File: src/rtl/i2c_slave_regmap.sv
`timescale 1ns/1ps
`default_nettype none
// ============================================================================
// Module      : i2c_slave_regmap
// Description : I2C slave with an internal register file, 7-bit address match,
//               auto-incrementing register pointer and repeated-START support.
//               A local synchronous port reads/writes the same register file.
// Ports       : clk, rst_n (async, active low)
//               scl_in, sda_in   - asynchronous pad inputs
//               sda_oen          - 0 pulls SDA low, 1 releases it
//               lcl_we/lcl_addr/lcl_wdata/lcl_rdata - local register port
//               i2c_wr_vld/i2c_wr_addr - notification of an I2C register write
//               hitar, flag_start, flag_stop, flag_ack - bus status
// Config      : `define I2C_SLV_GLITCH_FILTER_EN adds a 3-sample majority
//               filter on the synchronized SCL/SDA (2 extra cycles latency).
// Revision    : 1.0 - initial release
// ============================================================================
module i2c_slave_regmap #(
  parameter logic [6:0] SLAVE_ADDR = 7'h50,
  parameter int         DEPTH      = 16,
  parameter int         DW         = 8,
  localparam int        AW         = $clog2(DEPTH)
) (
  input  logic          clk,
  input  logic          rst_n,
  input  logic          scl_in,
  input  logic          sda_in,
  output logic          sda_oen,
  input  logic          lcl_we,
  input  logic [AW-1:0] lcl_addr,
  input  logic [DW-1:0] lcl_wdata,
  output logic [DW-1:0] lcl_rdata,
  output logic          i2c_wr_vld,
  output logic [AW-1:0] i2c_wr_addr,
  output logic          hitar,
  output logic          flag_start,
  output logic          flag_stop,
  output logic          flag_ack
);

  localparam logic [3:0] c_ST_IDLE     = 4'd0;
  localparam logic [3:0] c_ST_ADDR     = 4'd1;
  localparam logic [3:0] c_ST_ADDR_ACK = 4'd2;
  localparam logic [3:0] c_ST_PTR      = 4'd3;
  localparam logic [3:0] c_ST_PTR_ACK  = 4'd4;
  localparam logic [3:0] c_ST_WDATA    = 4'd5;
  localparam logic [3:0] c_ST_W_ACK    = 4'd6;
  localparam logic [3:0] c_ST_RDATA    = 4'd7;
  localparam logic [3:0] c_ST_R_ACK    = 4'd8;
  localparam logic [3:0] c_ST_IGNORE   = 4'd9;

  // Input conditioning. Synchronizers reset to 1 (idle bus) so reset
  // release never produces a spurious edge.
  logic [1:0] scl_sync_q, sda_sync_q;
  logic       w_scl, w_sda;
  logic       scl_prev_q, sda_prev_q;

  always_ff @(posedge clk or negedge rst_n) begin
    if (!rst_n) begin
      scl_sync_q <= 2'b11;
      sda_sync_q <= 2'b11;
    end else begin
      scl_sync_q <= {scl_sync_q[0], scl_in};
      sda_sync_q <= {sda_sync_q[0], sda_in};
    end
  end

`ifdef I2C_SLV_GLITCH_FILTER_EN
  // Majority of the current and two previous synchronized samples; a
  // single-sample pulse can never win the vote.
  logic [1:0] scl_hist_q, sda_hist_q;
  logic       scl_flt_q, sda_flt_q;

  always_ff @(posedge clk or negedge rst_n) begin
    if (!rst_n) begin
      scl_hist_q <= 2'b11;
      sda_hist_q <= 2'b11;
      scl_flt_q  <= 1'b1;
      sda_flt_q  <= 1'b1;
    end else begin
      scl_hist_q <= {scl_hist_q[0], scl_sync_q[1]};
      sda_hist_q <= {sda_hist_q[0], sda_sync_q[1]};
      scl_flt_q  <= (scl_sync_q[1] & scl_hist_q[0]) | (scl_sync_q[1] & scl_hist_q[1]) |
                    (scl_hist_q[0] & scl_hist_q[1]);
      sda_flt_q  <= (sda_sync_q[1] & sda_hist_q[0]) | (sda_sync_q[1] & sda_hist_q[1]) |
                    (sda_hist_q[0] & sda_hist_q[1]);
    end
  end

  assign w_scl = scl_flt_q;
  assign w_sda = sda_flt_q;
`else
  assign w_scl = scl_sync_q[1];
  assign w_sda = sda_sync_q[1];
`endif

  always_ff @(posedge clk or negedge rst_n) begin
    if (!rst_n) begin
      scl_prev_q <= 1'b1;
      sda_prev_q <= 1'b1;
    end else begin
      scl_prev_q <= w_scl;
      sda_prev_q <= w_sda;
    end
  end

  logic w_scl_rise, w_scl_fall, w_start, w_stop;
  assign w_scl_rise = w_scl & ~scl_prev_q;
  assign w_scl_fall = ~w_scl & scl_prev_q;
  // SCL must be high in both samples so an SDA change never coincides with an SCL edge.
  assign w_start    = w_scl & scl_prev_q & sda_prev_q & ~w_sda;
  assign w_stop     = w_scl & scl_prev_q & ~sda_prev_q & w_sda;

  // Protocol state
  logic [3:0]    state_q, state_d;
  logic [2:0]    bitcnt_q, bitcnt_d;
  logic [DW-1:0] shreg_q, shreg_d;
  logic [AW-1:0] ptr_q, ptr_d;
  logic [AW-1:0] wr_addr_q, wr_addr_d;
  logic          oen_q, oen_d;
  logic          hitar_q, hitar_d;
  logic          rw_q, rw_d;
  logic          ackph_q, ackph_d;   // ACK slot: 0 = before its SCL low phase, 1 = inside it
  logic          start_q, start_d, stop_q, stop_d, ack_q, ack_d, wr_vld_q, wr_vld_d;
  logic          w_i2c_we;

  logic [DW-1:0] regs_q [DEPTH];
  logic [DW-1:0] lcl_rdata_q;
  logic [DW-1:0] w_byte, w_rd_byte;

  assign w_byte    = {shreg_q[DW-2:0], w_sda};
  assign w_rd_byte = regs_q[ptr_q];

  always_comb begin
    state_d   = state_q;
    bitcnt_d  = bitcnt_q;
    shreg_d   = shreg_q;
    ptr_d     = ptr_q;
    wr_addr_d = wr_addr_q;
    oen_d     = oen_q;
    hitar_d   = hitar_q;
    rw_d      = rw_q;
    ackph_d   = ackph_q;
    start_d   = 1'b0;
    stop_d    = 1'b0;
    ack_d     = 1'b0;
    wr_vld_d  = 1'b0;
    w_i2c_we  = 1'b0;

    if (w_start) begin
      state_d  = c_ST_ADDR;
      bitcnt_d = 3'd0;
      ackph_d  = 1'b0;
      hitar_d  = 1'b0;
      oen_d    = 1'b1;
      start_d  = 1'b1;
    end else if (w_stop) begin
      state_d = c_ST_IDLE;
      hitar_d = 1'b0;
      oen_d   = 1'b1;
      stop_d  = 1'b1;
    end else if (w_scl_rise) begin
      case (state_q)
        c_ST_ADDR, c_ST_PTR, c_ST_WDATA: begin
          shreg_d  = w_byte;
          bitcnt_d = bitcnt_q + 3'd1;
          if (bitcnt_q == 3'd7) begin
            ackph_d = 1'b0;
            if (state_q == c_ST_ADDR) begin
              if (w_byte[DW-1:1] == SLAVE_ADDR) begin
                state_d = c_ST_ADDR_ACK;
                rw_d    = w_byte[0];
              end else begin
                state_d = c_ST_IGNORE;
              end
            end else if (state_q == c_ST_PTR) begin
              ptr_d   = w_byte[AW-1:0];
              state_d = c_ST_PTR_ACK;
            end else begin
              w_i2c_we  = 1'b1;
              wr_vld_d  = 1'b1;
              wr_addr_d = ptr_q;
              ptr_d     = ptr_q + AW'(1);
              state_d   = c_ST_W_ACK;
            end
          end
        end
        c_ST_RDATA: begin
          bitcnt_d = bitcnt_q + 3'd1;
          if (bitcnt_q == 3'd7) begin
            state_d = c_ST_R_ACK;
            ackph_d = 1'b0;
          end
        end
        // Master NACK ends the read; SDA is already released.
        c_ST_R_ACK: if (ackph_q && w_sda) state_d = c_ST_IGNORE;
        default: ;
      endcase
    end else if (w_scl_fall) begin
      case (state_q)
        c_ST_ADDR_ACK, c_ST_PTR_ACK, c_ST_W_ACK: begin
          if (!ackph_q) begin
            oen_d   = 1'b0;
            ackph_d = 1'b1;
            ack_d   = 1'b1;
            if (state_q == c_ST_ADDR_ACK) hitar_d = 1'b1;
          end else begin
            ackph_d  = 1'b0;
            bitcnt_d = 3'd0;
            if (state_q == c_ST_ADDR_ACK && rw_q) begin
              shreg_d = w_rd_byte;
              oen_d   = w_rd_byte[DW-1];
              ptr_d   = ptr_q + AW'(1);
              state_d = c_ST_RDATA;
            end else begin
              oen_d   = 1'b1;
              state_d = (state_q == c_ST_ADDR_ACK) ? c_ST_PTR : c_ST_WDATA;
            end
          end
        end
        c_ST_RDATA: begin
          oen_d   = shreg_q[DW-2];
          shreg_d = {shreg_q[DW-2:0], 1'b0};
        end
        c_ST_R_ACK: begin
          if (!ackph_q) begin
            oen_d   = 1'b1;
            ackph_d = 1'b1;
          end else begin
            shreg_d  = w_rd_byte;
            oen_d    = w_rd_byte[DW-1];
            ptr_d    = ptr_q + AW'(1);
            bitcnt_d = 3'd0;
            ackph_d  = 1'b0;
            state_d  = c_ST_RDATA;
          end
        end
        default: ;
      endcase
    end
  end

  always_ff @(posedge clk or negedge rst_n) begin
    if (!rst_n) begin
      state_q   <= c_ST_IDLE;
      bitcnt_q  <= 3'd0;
      shreg_q   <= '0;
      ptr_q     <= '0;
      wr_addr_q <= '0;
      oen_q     <= 1'b1;
      hitar_q   <= 1'b0;
      rw_q      <= 1'b0;
      ackph_q   <= 1'b0;
      start_q   <= 1'b0;
      stop_q    <= 1'b0;
      ack_q     <= 1'b0;
      wr_vld_q  <= 1'b0;
    end else begin
      state_q   <= state_d;
      bitcnt_q  <= bitcnt_d;
      shreg_q   <= shreg_d;
      ptr_q     <= ptr_d;
      wr_addr_q <= wr_addr_d;
      oen_q     <= oen_d;
      hitar_q   <= hitar_d;
      rw_q      <= rw_d;
      ackph_q   <= ackph_d;
      start_q   <= start_d;
      stop_q    <= stop_d;
      ack_q     <= ack_d;
      wr_vld_q  <= wr_vld_d;
    end
  end

  // Register file. The I2C write is issued last so it wins an address collision.
  always_ff @(posedge clk or negedge rst_n) begin
    if (!rst_n) begin
      for (int i = 0; i < DEPTH; i++) regs_q[i] <= '0;
      lcl_rdata_q <= '0;
    end else begin
      if (lcl_we)   regs_q[lcl_addr] <= lcl_wdata;
      if (w_i2c_we) regs_q[ptr_q]    <= w_byte;
      lcl_rdata_q <= regs_q[lcl_addr];
    end
  end

  assign sda_oen     = oen_q;
  assign lcl_rdata   = lcl_rdata_q;
  assign i2c_wr_vld  = wr_vld_q;
  assign i2c_wr_addr = wr_addr_q;
  assign hitar       = hitar_q;
  assign flag_start  = start_q;
  assign flag_stop   = stop_q;
  assign flag_ack    = ack_q;

endmodule
`default_nettype wire

File: config.mk
export PLATFORM = sky130hd
export DESIGN_NAME = i2c_slave_regmap
export DESIGN_NICKNAME = d
export VERILOG_FILES = /design/src/rtl/i2c_slave_regmap.sv
export SDC_FILE = /design/constraint.sdc
export NUM_CORES = 1
export LEC_CHECK = 0
export CORE_ASPECT_RATIO = 1.25
export CORE_UTILIZATION = 40
export DETAILED_ROUTE_END_ITERATION = 6
export PLACE_DENSITY = 0.52
export SETUP_SLACK_MARGIN = 0.4
export SKIP_LAST_GASP = 1
export SLEW_MARGIN = 25
export SYNTH_ARGS = -nofsm -noshare
export SYNTH_HDL_FRONTEND = slang
export SYNTH_SLANG_ARGS = --single-unit
export TNS_END_PERCENT = 50
File: constraint.sdc
create_clock -name clk -period 4.15 [get_ports clk]
set_clock_uncertainty 0.2 [all_clocks]
set_input_delay 0.83 -clock clk [delete_from_list [all_inputs] [get_ports clk]]
set_output_delay 0.83 -clock clk [all_outputs]
set_load 0.005 [all_outputs]
==> qor.txt, run 1 <==
FMAX = 0.327 GHz
Final setup fails = 0
CTS H-tree lvls = 4
R2R depth = 5
GRT Total Usage = 25.0%
# resized after CTS = 0
Area growth syn-to-layout = 11.5%
Via count = 7714
Switching power total = 2.41 mW
Global route overflow = 0
Met1 Usage GRT = 33.1%
Setup crit start = ptr_q[0]
Hold buffer count at cts = 0
Worst-case clock buffer depth = 2
Syn nets = 972
Combinational share of power = 32.1%
# IOs = 35
First-pass GRT wire length = 49400 µm
Final Cycle Share = 73.7%
Type of the most critical hold path = flop to flop
Nets@finish = 967
Worst vdd ir = 0.283 mV
Min-Delay Path Depth = 0
Die area = 26600 µm²
Clk pwr share = 24.0%
PD cells = 554 nW/µm²
R2R Setup Slk = 1090 ps
CTS root buf = clkbuf_16
Dpl cell area = 11100 µm²
CTS sink cnt = 172
Synth Area in XOR/XNOR = 0.0843%
Final Hold Fails = 0
Cells after Synth = 946
Register area share after synthesis = 41.5%
Clock latency on the worst-skew pair = 450 ps
YS warnings = 0
Synth Area per Inst = 11.0 µm²
Seq cells post-synth = 172
Antenna Cells = 0
EDFF count, synth = 0
Worst-path clk slew = 80 ps
Worst path required time = 4280 ps
DIE WIDTH = 146 µm
Status = completed
TritonRoute pass-1 iters = 5
Vias in the first global route = 7495
IO buf count = 34
Post-route antenna net violation count = 0
Actual slew at the worst max-slew pin = 1010 ps
R2R Path Start = ptr_q[0]
Synthesized area = 10400 µm²
Slew margin rel. = 32.9%
GPL Wtd Cong = 0.831
Power Total = 6.42 mW
Max cap viols = 0
Setup TNS Final = 0 ps
Worst Hold End = scl_sync_q[1]
LEAKAGE = 4.51 nW
Crit Path Class = flop to flop
Routed len/inst = 24.7 µm
Initial Util = 41.0%
Grt peak-use layer = met2
Core region area = 25400 µm²
Critical-path maximum fanout = 22
Post-synthesis mux area share = 32.1%
Worst Setup End Kind = flop
Worst slack, placed = 764 ps
Net Sw Frac = 37.6%
Final Non-Filler Cells = 1289
Compound-gate portion of the synthesized area = 10.0%
Hold slack = 157 ps
Final WS setup = 1090 ps
Sequential fraction of design power = 43.9%
Final core utilization = 45.7%
Reg2reg end = shreg_q[2]
Ys flop type = dfrtp_1
Row cnt = 65
RSZ-0062 raised after global routing = no
1st-iter DRT viols = 514
Simple-Gate Fraction of Synth Area = 11.2%
Initial antenna violation count = 0
Layout cells sized above 1 = 18.1%
Largest net degree at the start of global routing = 61
CTS tree = yes
Main combinational cell family by area after synthesis = multiplexers
Distinct cells, synth = 61
Final WL = 31900 µm
Max Slew Vio Count = 0
DRC violations left = 0
Startpoint Class = flop
Hold_sp = scl_sync_q[0]
Design internal power = 4.01 mW
Total CTS buffers = 17
Fin area = 11600 µm²
M2 GR Usage = 42.8%
Setup Fix Bufs, Post-CTS = 0
Via density = 5.98
Placed cells = 1257
Die height = 182 µm
DPL Wire Length = 21500 µm
GR met3 Demand/Resource = 3.55%
Adder-Cell Fraction of Synth Area = 1.08%
Asr flop ratio synth = 100%
Minimum clock period = 3060 ps
WP data arrival = 3190 ps
-- layout by cell type, fill, tap and decap left out, types with 6 or more instances in the layout --
cell / count
dfrtp_1: 163
mux2i_1: 134
nor2_1: 120
a21oi_1: 106
mux4_2: 70
nand2_1: 43
o21ai_0: 39
clkdlybuf4s50_1: 31
buf_4: 29
nand3_1: 21
mux2_2: 18
clkbuf_16: 17
ha_1: 9
inv_1: 8
or3_1: 8
nand3b_1: 7
dfstp_2: 7
nand2b_1: 6
and3_1: 6
nor3_1: 6
mux4_1: 6
-- Yosys cell counts, drive strengths merged, types with 3 or more instances --
library cell	n	area, µm²
inv	8	30.0
buf	21	118
mux2	19	214
nand3b	7	52.6
ha	9	113
nor4	5	31.3
o211ai	3	22.5
or3	8	50.1
nand3	21	105
nor3b	5	37.5
mux2i	134	1340
nor4b	3	26.3
mux4	78	1780
nand2	43	161
and3	6	37.5
o21ai	39	195
nor3	6	30.0
nor2b	5	31.3
dfstp	7	184
a21oi	106	531
a22o	4	35.0
nand4	3	18.8
a21o	4	30.0
and2	4	25.0
clkbuf	69	259
a31oi	3	18.8
nand2b	6	37.5
dfrtp	165	4130
or2	3	18.8
a211oi	4	30.0
nor2	120	450
-- registers in the layout, indices dropped and copies added, names as in the netlist --
name and cells:
scl_prev_q 1, scl_sync_q 2, sda_oen 1, flag_stop 1, i2c_wr_addr 4, shreg_q 7
regs_q 128, flag_start 1, bitcnt_q 3, sda_sync_q 2, i2c_wr_vld 1, flag_ack 1
lcl_rdata 8, hitar 1, state_q 4, ptr_q 4, ackph_q 1, rw_q 1
sda_prev_q 1
-- cells by family after synthesis --
logic type,Yosys count
adder cells (fa/ha/maj),9
AND/OR/NAND/NOR,251
flip-flops,172
multiplexers,231
XOR/XNOR,1
buffers and inverters,98
AO/OA/AOI/OAI,184
-- power by group through the flow --
stage	clock [mW]	combinational, mW	sequential, mW
final	1.54	2.06	2.82
after global routing	1.65	2.23	2.88
after CTS	1.57	2.05	2.81
after detailed placement	0	2.04	2.84
after global placement	0	2.03	2.83
after floorplan	0	1.79	2.30
-- how the worst max path moves through the flow --
stage                    to  slack [ps]  cells past startpoint
6_report         shreg_q[2]        1090                      5
5_1_grt          shreg_q[2]         950                      5
2_1_floorplan  lcl_rdata[0]        1580                      4
4_1_cts          shreg_q[2]        1080                      5
3_5_place_dp    regs_q[114]         760                      5
3_3_place_gp     regs_q[97]         830                      5
-- per-layer routing --
layer  vias to the layer above  wire length [µm]  share of wire (%)
li1                       3482                 -                  -
met1                      3920             13600                 43
met2                       271             16100                 50
met3                        41              1560                4.9
met4                         0               596                1.9
met5                         -                 0                  0
-- final cells by class --
cell class / count / area [µm²]
fill: 2423 / 13800
clock buffer: 18 / 429
sequential: 172 / 4320
timing repair buffer: 66 / 609
inverter: 8 / 30.0
clock inverter: 14 / 111
tap: 335 / 419
multi-input combinational: 676 / 5680
-- critical path: stages, from the launching register on --
cell     delay (ps)
dfrtp_2         750
buf_12          290
mux4_1          650
mux4_2          510
mux2_2          270
mux2_2          250
(Power assumes the default switching activity.)
==> run 2, diff against run 1 <==
- clock period: 4.15 -> 3.19 ns (I/O delays scaled with it)
==> qor.txt, run 2 (same netlist as run 1, synthesis figures left out) <==
Status = finished with violations
Failing checks = design-rule violations
Antenna Cells = 0 (unchanged)
Final setup fails = 0 (unchanged)
CTS tree = yes
Routed len/inst = 23.5 µm (-5.0%)
Post-route antenna net violation count = 0 (unchanged)
Critical-path maximum fanout = 16 (-27%)
Worst Setup End Kind = flop
CTS sink cnt = 172 (unchanged)
GPL Wtd Cong = 0.868 (+4.4%)
Type of the most critical hold path = flop to flop
Largest net degree at the start of global routing = 59 (-3.3%)
DRC violations left = 1 (+1)
Commonest non-fill, non-tap cell in the layout = dfrtp_1
Global route overflow = 0 (unchanged)
Reg2reg end = shreg_q[4]
Layout cells sized above 1 = 21.0% (+2.9 points)
Initial antenna violation count = 1 (+1)
Startpoint Class = flop
Max cap viols = 0 (unchanged)
Setup TNS Final = 0 ps (unchanged)
Total CTS buffers = 17 (unchanged)
Final Hold Fails = 0 (unchanged)
Via count = 7647 (-0.87%)
Actual slew at the worst max-slew pin = 961 ps (-45.9 ps)
DIE WIDTH = 146 µm (unchanged)
Commonest non-fill, non-tap cells in the layout = 163 x dfrtp_1, 134 x mux2i_1, 119 x nor2_1
WP data arrival = 2810 ps (-380 ps)
Max reg flops = 128 (unchanged)
FMAX = 0.373 GHz (+14%)
Final WL = 31100 µm (-2.6%)
Hold_sp = scl_sync_q[0]
CTS root buf = clkbuf_16
Power Total = 8.56 mW (+33%)
Via density = 5.79 (-3.3%)
IO buf count = 34 (unchanged)
R2R Setup Slk = 510 ps (-580 ps)
Worst vdd ir = 0.389 mV (+37%)
Fill cell count = 2355 (-2.8%)
# IOs = 35 (unchanged)
First-pass GRT wire length = 48800 µm (-1.2%)
Min-Delay Path Depth = 0 (unchanged)
Die height = 182 µm (unchanged)
Clock latency on the worst-skew pair = 440 ps (about the same)
Minimum clock period = 2680 ps (-380 ps)
PD cells = 721 nW/µm² (+30%)
Worst-case clock buffer depth = 2 (unchanged)
Initial Util = 41.0% (unchanged)
Worst Hold End = scl_sync_q[1]
GRT Total Usage = 24.6% (-0.36 points)
Worst path required time = 3320 ps (-960 ps)
Worst-path clk slew = 70 ps (about the same)
Nets@finish = 999 (+3.3%)
R2R Path Start = state_q[0]
Crit Path Class = flop to flop
Top reg by flops = regs_q
RSZ-0062 raised after global routing = no
Final Cycle Share = 84.0% (+10 points)
Die area = 26600 µm² (unchanged)
TritonRoute pass-1 iters = 7 (+2)
Max Slew Vio Count = 0 (unchanged)
LEAKAGE = 4.68 nW (+3.8%)
CTS H-tree lvls = 4 (unchanged)
Row cnt = 65 (unchanged)
R2R depth = 5 (unchanged)
Setup crit start = state_q[0]
Core region area = 25400 µm² (unchanged)
Area growth syn-to-layout = 14.3%
Slew margin rel. = 35.7% (+2.8 points)
DPL Wire Length = 22100 µm (+2.8%)
Vias in the first global route = 7697 (+2.7%)
1st-iter DRT viols = 552 (+7.4%)
[run 2: cell types whose count changed in the layout (fill, tap and decap cells not counted), sizes merged]
cell / before / now
clkbuf: 18 / 21
dlygate4sd3: 0 / 1
inv: 14 / 12
buf: 35 / 66
clkinvlp: 5 / 4
bufinv: 0 / 1
clkinv: 3 / 2
[run 2: per-layer routing]
layer	vias up	track usage, %	share of wire (%)
met5	-	0	0.029
met4	2	7.42	1.8
li1	3554	-	-
met3	38	3.78	3.7
met2	206	42.4	51
met1	3847	31.9	43
[run 2: report_power, final]
part           switching, mW  internal [mW]  total [mW]
combinational           1.57           1.63        3.20
clock                  0.942           1.15        2.09
sequential             0.564           2.71        3.28
[run 2: metrics by stage]
step	util [%]	worst slack (ps)	std cells	hold slack, ps	instance area [µm²]
after floorplan	-	663	946	142	10400
after global placement	44.4	297	1287	149	11300
after CTS	46.8	504	1321	158	11900
final	46.8	510	1321	155	11900
after detailed placement	44.4	303	1287	148	11300
after global routing	46.8	403	1321	165	11900
[run 2: cell type report]
type	instances	area, µm²	area share [%]
Tap cell	335	419	3.53
Inverter	8	30.0	0.253
Multi-Input combinational cell	676	5690	47.9
Timing Repair Buffer	98	852	7.17
Clock inverter	11	109	0.916
Sequential cell	172	4320	36.3
Clock buffer	21	470	3.96
[run 2: how the worst max path moves through the flow]
stage / end / cells past startpoint
floorplan: shreg_q[1] / 6
global placement: lcl_rdata[2] / 4
detailed placement: lcl_rdata[5] / 4
CTS: shreg_q[3] / 5
global route: ptr_q[1] / 7
finish: shreg_q[4] / 5
[run 2: timing repair]
| action | in CTS | in global routing |
|---|---|---|
| setup endpoints to repair | 3 | 7 |
| buffers inserted | 1 | 0 |
| gates resized for setup | 0 | 2 |
| hold buffers | 1 | 0 |
| hold endpoints to repair | 12 | 0 |
[run 2: critical path, stage by stage (launching register included)]
cell	delay (ps)
dfrtp_1	570
or4b_1	590
o221ai_1	160
o211ai_1	120
or3_1	540
mux2_1	390
==> run 3, diff against run 2 <==
- PLACE_DENSITY: 0.52 -> 0.54
- clock period: 3.19 -> 2.2 ns (I/O delays scaled with it)
==> qor.txt, run 3 (same netlist as run 1, synthesis figures left out) <==
Worst path required time = 2330 ps (-990 ps)
Layout cells sized above 1 = 52.1% (+31 points)
FMAX = 0.385 GHz (+3.2%)
Placed cells = 1431 (+11%)
Row cnt = 65 (unchanged)
Sequential fraction of design power = 30.7% (-7.5 points)
IO buf count = 34 (unchanged)
Nets@finish = 1197 (+20%)
Setup crit start = ptr_q[0]
Commonest non-fill, non-tap cell in the layout = buf_4
Clock latency on the worst-skew pair = 450 ps (about the same)
Startpoint Class = flop
# IOs = 35 (unchanged)
Setup TNS Final = -11340 ps (-11340 ps)
Final WL = 39600 µm (+27%)
WP buf/inv = 2 (+2)
Max reg flops = 128 (unchanged)
DPL Wire Length = 25500 µm (+15%)
CTS sink cnt = 172 (unchanged)
Initial antenna violation count = 1 (unchanged)
Core region area = 25400 µm² (unchanged)
CTS tree = yes
Status = finished with violations
Worst-path clk slew = 80 ps (about the same)
Area growth syn-to-layout = 46.8%
Final Cycle Share = 118% (+34 points)
Critical-path maximum fanout = 6 (-10)
Vias in the first global route = 9054 (+18%)
GPL Wtd Cong = 0.909 (+4.8%)
CTS H-tree lvls = 4 (unchanged)
TritonRoute pass-1 iters = 5 (-2)
Total CTS buffers = 17 (unchanged)
Worst Setup End Kind = flop
Worst slack, placed = -371 ps (-674 ps)
Design internal power = 9.32 mW (+70%)
Post-route antenna net violation count = 0 (unchanged)
Die area = 26600 µm² (unchanged)
Max cap viols = 0 (unchanged)
Net Sw Frac = 37.9% (+2.0 points)
WP data arrival = 2730 ps (-80 ps)
Routed len/inst = 26.0 µm (+11%)
Largest net degree at the start of global routing = 47 (-20%)
Initial Util = 41.0% (unchanged)
Clk pwr share = 20.3% (-4.1 points)
Fill cell count = 2084 (-12%)
R2R Path Start = ptr_q[0]
Final WS setup = -397 ps (-907 ps)
Crit path max-delay family = multiplexers
Final Hold Fails = 0 (unchanged)
Type of the most critical hold path = input pin to async pin
Final setup fails = 129 (+129)
Max incr delay on CP = 510 ps (-80 ps)
DIE WIDTH = 146 µm (unchanged)
Actual slew at the worst max-slew pin = 511 ps (-449 ps)
Minimum clock period = 2600 ps (-83.4 ps)
Max Slew Vio Count = 0 (unchanged)
GRT Total Usage = 29.3% (+4.7 points)
1st-iter DRT viols = 818 (+48%)
Final core utilization = 60.1% (+13 points)
Critical-path top delay cell = mux4_2
Power Total = 15.0 mW (+75%)
Via count = 9183 (+20%)
PD cells = 984 nW/µm² (+37%)
Die height = 182 µm (unchanged)
Global route overflow = 0 (unchanged)
Via density = 6.04 (+4.4%)
Combinational share of power = 48.9% (+12 points)
First-pass GRT wire length = 57200 µm (+17%)
Commonest non-fill, non-tap cells in the layout = 188 x buf_4, 162 x dfrtp_1, 134 x mux2i_1
Worst path cell trace = buf_12 > buf_12 > mux4_2 > mux4_2 > mux2_2 > mux2_2
LEAKAGE = 5.97 nW (+28%)
Failing checks = negative setup slack
RSZ-0062 raised after global routing = yes
Worst vdd ir = 0.698 mV (+79%)
Top reg by flops = regs_q
DRC violations left = 0 (-1)
Switching power total = 5.69 mW (+85%)
Crit Path Class = flop to flop
CTS root buf = clkbuf_16
Final Non-Filler Cells = 1520 (+15%)
Worst-case clock buffer depth = 2 (unchanged)
Slew margin rel. = 65.9% (+30 points)
## run 3: repair_timing
action	in CTS	in global routing
pin swaps	30	15
hold buffers	1	0
setup endpoints to repair	178	180
hold endpoints to repair	165	0
cloned	9	6
setup buffers	28	12
gates resized for setup	103	169
## run 3: metrics by stage
step	cell area (µm²)	hold WS (ps)
2_1_floorplan	10900	-55.6
4_1_cts	14400	156
3_5_place_dp	13000	57.1
5_1_grt	15200	165
6_report	15300	155
3_3_place_gp	13000	57.8
## run 3: metal layers
layer	GRT usage (%)	part of all wire [%]	vias to the layer above
met5	0	0	-
met4	13.3	4.4	0
met3	3.88	4.8	106
met2	51.0	51	361
met1	36.2	40	4732
li1	-	-	3984
## run 3: path summary, 6_finish.rpt
path / to / slack (ps) / depth (start not counted)
worst max-delay path: shreg_q[2] / -400 / 6
worst min-delay path: state_q[0] / 160 / 2
worst max register to register: shreg_q[2] / -400 / 6
worst min register to register: scl_sync_q[1] / 160 / 0
max in group asynchronous: state_q[2] / 950 / 3
min in group clk: scl_sync_q[1] / 160 / 0
## run 3: cell type report
| cell class | instances | area (µm²) | area share, % |
|---|---|---|---|
| antenna | 1 | 2.50 | 0.0164 |
| clock buffer | 18 | 439 | 2.88 |
| clock inverter | 14 | 135 | 0.886 |
| inverter | 8 | 35.0 | 0.230 |
| multi-input combinational | 684 | 7000 | 45.9 |
| sequential | 172 | 4320 | 28.3 |
| tap | 335 | 419 | 2.75 |
| timing repair buffer | 288 | 2900 | 19.0 |
## run 3: power by group through the flow
stage	sequential, mW	clock (mW)	combinational (mW)
floorplan	4.34	0	3.70
global placement	4.61	0	6.05
detailed placement	4.60	0	6.12
CTS	4.56	3.09	6.66
global route	4.66	3.21	7.71
finish	4.61	3.05	7.34
